**src/rtl/ttt_game_ctrl.sv**
```systemverilog
`default_nettype none
// ============================================================================
//  ttt_game_ctrl : button conditioning, cursor, turn FSM and win/draw detection
//  Revision 1.0
// ============================================================================
module ttt_game_ctrl #(
   parameter int DEB_CYCLES = 250000,
   parameter int CNT_W      = 18
) (
   input  logic        clk25M,
   input  logic        rst,
   input  logic        up,
   input  logic        down,
   input  logic        left,
   input  logic        right,
   input  logic        mark,
   output logic [17:0] board,
   output logic [3:0]  cursor,
   output logic        turn,
   output logic        game_over,
   output logic [1:0]  winner,
   output logic [7:0]  win_line,
   output logic        place_ok,
   output logic        place_rej
);

   localparam int               C_NBTN    = 5;
   localparam int               C_MARK    = 0;
   localparam int               C_UP      = 1;
   localparam int               C_DOWN    = 2;
   localparam int               C_LEFT    = 3;
   localparam int               C_RIGHT   = 4;
   localparam logic [CNT_W-1:0] C_DEB_MAX = CNT_W'(DEB_CYCLES - 1);

   typedef enum logic [1:0] {
      S_PLAY  = 2'd0,
      S_CHECK = 2'd1,
      S_OVER  = 2'd2
   } state_t;

   logic [C_NBTN-1:0] btn;
   logic [C_NBTN-1:0] sync1_q, sync2_q, deb_q, deb_dly_q;
   logic [CNT_W-1:0]  cnt_q [C_NBTN];
   logic [C_NBTN-1:0] cmd, sel;

   state_t      state_q;
   logic [17:0] board_q;
   logic [3:0]  cursor_q, cursor_d;
   logic        turn_q, game_over_q, place_ok_q, place_rej_q;
   logic [1:0]  winner_q;
   logic [7:0]  win_line_q;

   logic [7:0]  line_hit;
   logic [1:0]  line_sym;
   logic        board_full;

   assign btn = {right, left, down, up, mark};

   // Counter runs only while a level change is pending; any bounce back clears it.
   always_ff @(posedge clk25M or posedge rst) begin
      if (rst) begin
         sync1_q   <= '0;
         sync2_q   <= '0;
         deb_q     <= '0;
         deb_dly_q <= '0;
         for (int b = 0; b < C_NBTN; b++) cnt_q[b] <= '0;
      end else begin
         sync1_q   <= btn;
         sync2_q   <= sync1_q;
         deb_dly_q <= deb_q;
         for (int b = 0; b < C_NBTN; b++) begin
            if (sync2_q[b] == deb_q[b]) begin
               cnt_q[b] <= '0;
            end else if (cnt_q[b] == C_DEB_MAX) begin
               deb_q[b] <= sync2_q[b];
               cnt_q[b] <= '0;
            end else begin
               cnt_q[b] <= cnt_q[b] + 1'b1;
            end
         end
      end
   end

   assign cmd = deb_q & ~deb_dly_q;
   assign sel = cmd & (~cmd + 5'd1);   // lowest set bit wins: mark first

   function automatic logic [3:0] f_move(input logic [3:0] c, input logic [C_NBTN-1:0] s);
      logic [1:0] row, col;
      case (c)
         4'd0: {row, col} = {2'd0, 2'd0};
         4'd1: {row, col} = {2'd0, 2'd1};
         4'd2: {row, col} = {2'd0, 2'd2};
         4'd3: {row, col} = {2'd1, 2'd0};
         4'd5: {row, col} = {2'd1, 2'd2};
         4'd6: {row, col} = {2'd2, 2'd0};
         4'd7: {row, col} = {2'd2, 2'd1};
         4'd8: {row, col} = {2'd2, 2'd2};
         default: {row, col} = {2'd1, 2'd1};
      endcase
      if (s[C_UP])    row = (row == 2'd0) ? 2'd2 : row - 2'd1;
      if (s[C_DOWN])  row = (row == 2'd2) ? 2'd0 : row + 2'd1;
      if (s[C_LEFT])  col = (col == 2'd0) ? 2'd2 : col - 2'd1;
      if (s[C_RIGHT]) col = (col == 2'd2) ? 2'd0 : col + 2'd1;
      return {1'b0, row, 1'b0} + {2'b00, row} + {2'b00, col};
   endfunction

   assign cursor_d = f_move(cursor_q, sel);

   function automatic logic [11:0] f_line(input int l);
      case (l)
         0: return {4'd0, 4'd1, 4'd2};
         1: return {4'd3, 4'd4, 4'd5};
         2: return {4'd6, 4'd7, 4'd8};
         3: return {4'd0, 4'd3, 4'd6};
         4: return {4'd1, 4'd4, 4'd7};
         5: return {4'd2, 4'd5, 4'd8};
         6: return {4'd0, 4'd4, 4'd8};
         default: return {4'd2, 4'd4, 4'd6};
      endcase
   endfunction

   always_comb begin : p_eval
      logic [11:0] cells;
      logic [1:0]  a, b, c;
      line_hit   = '0;
      line_sym   = '0;
      board_full = 1'b1;
      cells      = '0;
      a = '0; b = '0; c = '0;
      for (int i = 0; i < 9; i++)
         if (board_q[2*i +: 2] == 2'b00) board_full = 1'b0;
      for (int l = 0; l < 8; l++) begin
         cells = f_line(l);
         a = board_q[{cells[11:8], 1'b0} +: 2];
         b = board_q[{cells[7:4],  1'b0} +: 2];
         c = board_q[{cells[3:0],  1'b0} +: 2];
         if (a != 2'b00 && a == b && b == c) begin
            line_hit[l] = 1'b1;
            line_sym    = line_sym | a;
         end
      end
   end

   always_ff @(posedge clk25M or posedge rst) begin
      if (rst) begin
         state_q     <= S_PLAY;
         board_q     <= '0;
         cursor_q    <= 4'd4;
         turn_q      <= 1'b0;
         game_over_q <= 1'b0;
         winner_q    <= 2'b00;
         win_line_q  <= '0;
         place_ok_q  <= 1'b0;
         place_rej_q <= 1'b0;
      end else begin
         place_ok_q  <= 1'b0;
         place_rej_q <= 1'b0;
         case (state_q)
            S_PLAY: begin
               if (sel[C_MARK]) begin
                  if (board_q[{cursor_q, 1'b0} +: 2] == 2'b00) begin
                     board_q[{cursor_q, 1'b0} +: 2] <= turn_q ? 2'b10 : 2'b01;
                     place_ok_q <= 1'b1;
                     state_q    <= S_CHECK;
                  end else begin
                     place_rej_q <= 1'b1;
                  end
               end else if (|sel) begin
                  cursor_q <= cursor_d;
               end
            end
            S_CHECK: begin
               if (|line_hit) begin
                  winner_q    <= line_sym;
                  win_line_q  <= line_hit;
                  game_over_q <= 1'b1;
                  state_q     <= S_OVER;
               end else if (board_full) begin
                  winner_q    <= 2'b11;
                  game_over_q <= 1'b1;
                  state_q     <= S_OVER;
               end else begin
                  turn_q  <= ~turn_q;
                  state_q <= S_PLAY;
               end
            end
            S_OVER: begin
               if (sel[C_MARK]) begin
                  board_q     <= '0;
                  cursor_q    <= 4'd4;
                  turn_q      <= 1'b0;
                  winner_q    <= 2'b00;
                  win_line_q  <= '0;
                  game_over_q <= 1'b0;
                  state_q     <= S_PLAY;
               end
            end
            default: state_q <= S_PLAY;
         endcase
      end
   end

   assign board     = board_q;
   assign cursor    = cursor_q;
   assign turn      = turn_q;
   assign game_over = game_over_q;
   assign winner    = winner_q;
   assign win_line  = win_line_q;
   assign place_ok  = place_ok_q;
   assign place_rej = place_rej_q;

endmodule
`default_nettype wire
```
**config.mk**
```make
export PLATFORM = sky130hd
export DESIGN_NAME = ttt_game_ctrl
export DESIGN_NICKNAME = d
export VERILOG_FILES = /design/src/rtl/ttt_game_ctrl.sv
export SDC_FILE = /design/constraint.sdc
export NUM_CORES = 1
export LEC_CHECK = 0
export BUFFER_PORTS_ARGS = -buffer_cell sky130_fd_sc_hd__buf_4
export CORE_MARGIN = 1.5
export CORE_UTILIZATION = 60
export CTS_BUF_LIST = sky130_fd_sc_hd__clkbuf_16
export CTS_CLUSTER_DIAMETER = 40
export DETAILED_ROUTE_END_ITERATION = 10
export GPL_TIMING_DRIVEN = 0
export PLACE_DENSITY = 0.86
export SLEW_MARGIN = 5
export SYNTH_ARGS = -nofsm -noshare
export SYNTH_HDL_FRONTEND = slang
export SYNTH_SLANG_ARGS = --single-unit
```
**constraint.sdc**
```tcl
create_clock -name clk25M -period 6.7 [get_ports clk25M]
set_input_delay 1.34 -clock clk25M [delete_from_list [all_inputs] [get_ports clk25M]]
set_output_delay 1.34 -clock clk25M [all_outputs]
set_load 0.005 [all_outputs]
```
### Yosys cells after proc, flatten, opt, wreduce, memory -nomap -nowiden

Memory sizes are Yosys's and may differ from the RTL's.
Cells that the tools add are included.

* add/sub/neg operators: 13
* multipliers: 0
* mux-type cells: 78
* eq/ne operators: 39
* $lt $le $gt $ge: 0
* divide/modulo/power cells: 0
* bitwise logic cells: 17
* reduce and logical (&&, ||, !) cells: 49
* shift-type cells: 3

Operators by type and width (number)
* $mux 18: 13
* $add 18x1->18 const B: 5
* $eq 18x18->1 const B: 5
* $mux 2: 24
* $pmux 18 s2: 1
* $eq 2x2->1: 16
* $mux 1: 28
* $logic_not 2->1: 13
* $bwmux 18: 1
* $shift 2x7->18 const A: 1
* $shiftx 18x6->2: 1
* $shiftx 2x7->18: 1
* $logic_and 1x1->1: 16
* $mux 8: 2
* $ne 2x2->1 const B: 8
* $pmux 8 s2: 1
* $or 2x2->2: 7
* $reduce_bool 2->1: 7
* $mux 4: 3
* $reduce_and 4->1: 3
* $and 5x5->5: 2
* $not 5->5: 2
* $reduce_and 2->1: 5
* $reduce_and 3->1: 3
* other kinds (17): 31

* input port bits: 7
* bits in registers: 148
* bits in read-only memories: 64
* RAM bits: 0
* latch bits: 0
* output and inout bits: 36
* memories kept: 1

Memories
* (name not given): depth 16, width 4, read ports 1, clocked after Yosys merged registers in 0, wr ports 0, RTL line 89 `case (c)`

### Depth between registers and ports, before layout

* depth after elaboration: 20
* mapped depth: 17
* gate-level depth less buffers: 16

### Worst setup path after synthesis

Ideal clock, no wire load.

* path kind: register to register
* from: register cursor_q[2] (netlist: cursor[2])
* to: register cursor_q[2] (netlist: cursor[2])
* setup time: 0.095 ns
* slack: 3.257 ns
* arrival time: 3.348 ns
* path buffers: 1
* clock period less this slack: 3.443 ns
* cell stages (with the launch flop): 16
* cell sequence: dfstp_2 clkbuf_1 inv_1 ha_1 nand2_1 o31ai_1 or3_1 nor2_1 a21oi_1 o22a_1 fa_1 inv_1 ha_1 fa_1 nor3_1 a21oi_1

* word-level cells in the longest chain between the ends: 12

RTL lines
* start, declared: RTL line 48 `logic [3:0] cursor_q, cursor_d;`
* start signal, assigned: RTL line 169 `cursor_q <= cursor_d;`
* $mem_v2 16x4 (*)
* $sub 2x1->2 or $logic_not 2->1 (tied branches): RTL line 100 `if (s[C_UP]) row = (row == 2'd0) ? 2'd2 : row - 2'd1;`
* $mux 2 (2 in a row): RTL line 100
* $add 2x1->2 or $eq 2x2->1 (tied branches): RTL line 101 `if (s[C_DOWN]) row = (row == 2'd2) ? 2'd0 : row + 2'd1;`
* $mux 2 (2 in a row): RTL line 101
* $add 3x2->4: RTL line 104 `return {1'b0, row, 1'b0} + {2'b00, row} + {2'b00, col};`
* $add 4x2->4 (*): RTL line 104
* $mux 4 (*): RTL line 168 `end else if (|sel) begin`
* $mux 4 (*): RTL line 160 `if (sel[C_MARK]) begin`
* $pmux 4 s2 (*): RTL line 158 `case (state_q)`

Every way passes the cells marked *; elsewhere a longest branch is shown, timed or not. The select of a mux whose other input is x is not followed.
A chain may end at the register's enable or synchronous reset.

### Worst setup path in the final report

* from: register cursor_q[0] (netlist: cursor[0])
* to: register cursor_q[2] (netlist: cursor[2])

Same word-level chain as after synthesis.

==> flow_summary.toml <==
[global_routing]
grt_pass1_vias = 5663
antenna_found_initial = 0
grt_pass1_wl_um = 26600
grt_overflow = 0
grtUsageTotal_pct = 25.4
grt_max_degree = 85

[sta]
setup_viol = 0
hold_viol_final = 0
hold_ws_ns = 0.346
fin_skew_ns = 0.00861
timing.fmax_mhz = 262
final.min_clock_period_ns = 3.81
finalMaxSlewViolations = 0
slew_headroom_pct = 58.0
tightest_slew_ns = 0.628
timing.final.ws_setup_ns = 2.89
finalCritPeriodShare_pct = 56.9
rsz0062_at_grt = "false"

[die]
rows = 40
fp.dieW_um = 115
initial_core_util_pct = 62.3
die_h_um = 115
ioPinCount = 43
fp.coreArea_mm2 = 0.0122
die-area_mm2 = 0.0133

[setup_path]
critPathLaunch = "cursor[0]"
startpoint_type = "flop"
crit_chain = "buf_2 > inv_2 > ha_1 > a21oi_1 > o21ai_0 > ha_1 > mux2_2 > nor2_1 > mux2i_1 > fa_1 > inv_1 > ha_1 > fa_1 > nor3_1 > a21oi_1"
slowest_stage = "fa_1"
arrival_ns = 4.15
reg2reg_from = "cursor[0]"
critical_path.max_fanout = 8
critical_path_required_ns = 7.04
crit_top_cell = "ha_1"
crit_type = "flop to flop"
end_kind = "flop"
cpPeakStageDelay_ns = 0.50

[clock_tree]
worstSkewPairLatency_ns = 0.42
clkSinkCount = 148
clk_pin_slew_ns = 0.06
cts_buffers = 17
htree_levels = 4
clk_path_buf_depth = 2
cts_resized = 0
cts_root_buf = "clkbuf_16"
cts_tree = "built"
postCtsSetupRepairBufs = 0
hold_buffers = 0

[synthesis]
syn_area_mm2 = 0.00758
synth_nets = 817
synthCells = 788
yosys.cell_types.count = 59
syn_area_per_cell_um2 = 9.62
synth-edff-count = 0
synth_seq_cells = 148
async_flop_share_pct = 100
synthFlopType = "dfrtp_1"
seq_area_frac_synth_pct = 48.9
ys_warn_count = 0

[finish]
n_fill_cell = 935
final_nets = 879
multiInputGateArea_mm2 = 0.00362
seqCellArea_mm2 = 0.00370
n_antenna_cell = 0
area_growth_pct = 14.2
layout-drive-gt1-share_pct = 12.3

[routing]
vias = 5943
drtIter0Drc = 541
wire_per_inst_um = 14.9
final_antenna_net_count = 0
routed_wirelength_um = 15400
drc_errors = 0
viasPerCell = 5.76
first_pass_iters = 6

[placed_design]
portBuffers = 42
hpwlAfterDp_um = 10400
preCtsSetupSlack_ns = 2.95
gp_congestion = 0.876

[worst_hold_path]
min_path_type = "flop to flop"
hp-start = "sync1_q[2]"

[status]
outcome = "finished, final reports clean"

[flow_run]
maxCapViolCount = 0

[pwr]
ir_drop_uv = 169
leakage_nw = 3.87
power_density_mw_per_mm2 = 208
-- worst paths after layout --
path | endpoint | slack, ns | cells past startpoint
setup / recovery | cursor[2] | 2.89 | 15
hold / removal | sync2_q[2] | 0.35 | 0
setup reg to reg | cursor[2] | 2.89 | 15
hold reg to reg | sync2_q[2] | 0.35 | 0
max in group asynchronous | cnt_q[37] | 4.88 | 3
min in group asynchronous | cnt_q[50] | 1.00 | 2
-- per-layer routing --
| metal | wire length, um | global-route usage [%] |
|---|---|---|
| met5 | 0 | 0 |
| met4 | 368 | 10.8 |
| met3 | 818 | 5.80 |
| met2 | 7320 | 39.9 |
| met1 | 6870 | 34.2 |
-- synth_stat cells, types with 8 or more instances --
| cell type | n | area share, % |
|---|---|---|
| o22ai_1 | 8 | 0.66 |
| nor2_1 | 146 | 7.2 |
| or3_1 | 12 | 0.99 |
| ha_1 | 20 | 3.3 |
| clkbuf_1 | 15 | 0.74 |
| nor3_1 | 16 | 1.1 |
| nor4_1 | 22 | 1.8 |
| nand4_1 | 16 | 1.3 |
| xnor2_1 | 36 | 4.2 |
| nand2b_1 | 11 | 0.91 |
| o2bb2ai_1 | 8 | 0.92 |
| inv_1 | 31 | 1.5 |
| xor2_1 | 49 | 5.7 |
| a21oi_1 | 23 | 1.5 |
| nand3_1 | 61 | 4.0 |
| o21ai_0 | 15 | 0.99 |
| nand2_1 | 50 | 2.5 |
| mux2_2 | 15 | 2.2 |
| dfrtp_1 | 147 | 49 |
-- layout by cell type (no fill, tap or decap), types with 3 or more instances in the layout --
cell type / netlist / layout
a21oi_1: 23 / 23
a31oi_1: 4 / 4
a41oi_1: 3 / 3
and3_1: 7 / 7
buf_2: 7 / 7
buf_4: 1 / 43
clkbuf_1: 15 / 15
clkbuf_16: 0 / 17
clkinv_1: 0 / 3
dfrtp_1: 147 / 147
ha_1: 20 / 20
inv_1: 31 / 38
mux2_2: 15 / 15
nand2_1: 50 / 50
nand2b_1: 11 / 11
nand3_1: 61 / 61
nand3b_1: 3 / 3
nand4_1: 16 / 16
nor2_1: 146 / 146
nor2b_1: 7 / 7
nor3_1: 16 / 16
nor4_1: 22 / 22
nor4b_1: 5 / 5
o21ai_0: 15 / 15
o22a_1: 3 / 3
o22ai_1: 8 / 8
o2bb2ai_1: 8 / 8
o31ai_1: 3 / 3
o41ai_1: 3 / 3
or2_2: 4 / 4
or3_1: 12 / 12
xnor2_1: 36 / 36
xor2_1: 49 / 49
-- cell type report --
class	count	share of cell area (%)
buffer	27	1.49
clock buffer	17	4.92
clock inverter	15	1.06
inverter	33	1.49
multi-input combinational	580	41.8
sequential	148	42.8
tap	168	2.43
timing repair buffer	43	3.96
-- state kept, by name, summed over array words and instances (netlist names), 4 cells and up --
signal	count
cnt_q	90
deb_dly_q	5
sync2_q	5
win_line	8
cursor	4
board	18
deb_q	5
sync1_q	5
-- metrics by stage --
stage / total power (W) / util [%] / instances / area [um2] / TNS, ns
6_report: 0.00180 / 71.2 / 1031 / 8650 / 0
5_1_grt: 0.00186 / 71.2 / 1031 / 8650 / 0
4_1_cts: 0.00181 / 71.2 / 1031 / 8650 / 0
3_5_place_dp: 0.000976 / 66.9 / 999 / 8140 / 0
3_3_place_gp: 0.000972 / 66.6 / 998 / 8100 / -22.20
2_1_floorplan: 0.000959 / - / 788 / 7580 / 0
-- worst max-delay path: cells and delay by family (launching register included) --
kind            cells  cell delay (ns)
compound gates      3             0.51
flops               1             0.44
buf+inv             3             0.38
fa+ha+maj           5             1.85
simple gates        2             0.15
mux                 2             0.39
-- logic make-up (layout without fill, tap and decap cells) --
group | Yosys count | after routing | synth area share (%)
muxes | 20 | 20 | 3.24
xor gates and xnor gates | 85 | 85 | 9.82
adders and majority gates | 22 | 22 | 3.83
and+or+nand+nor | 370 | 370 | 23.3
AOI/OAI and AO/OA | 83 | 83 | 7.55
buffers and inverters | 60 | 135 | 3.33
DFF | 148 | 148 | 48.9
-- report_power, final --
group | switching [W] | leakage, nW | internal, W | total (W)
clock | 0.000349 | 0.275 | 0.000493 | 0.000842
combinational | 0.0000329 | 1.57 | 0.0000129 | 0.0000458
sequential | 0.00000854 | 2.03 | 0.000905 | 0.000913
total | 0.000390 | 3.87 | 0.00141 | 0.00180
Note: power is estimated with default switching activity, not from simulation.
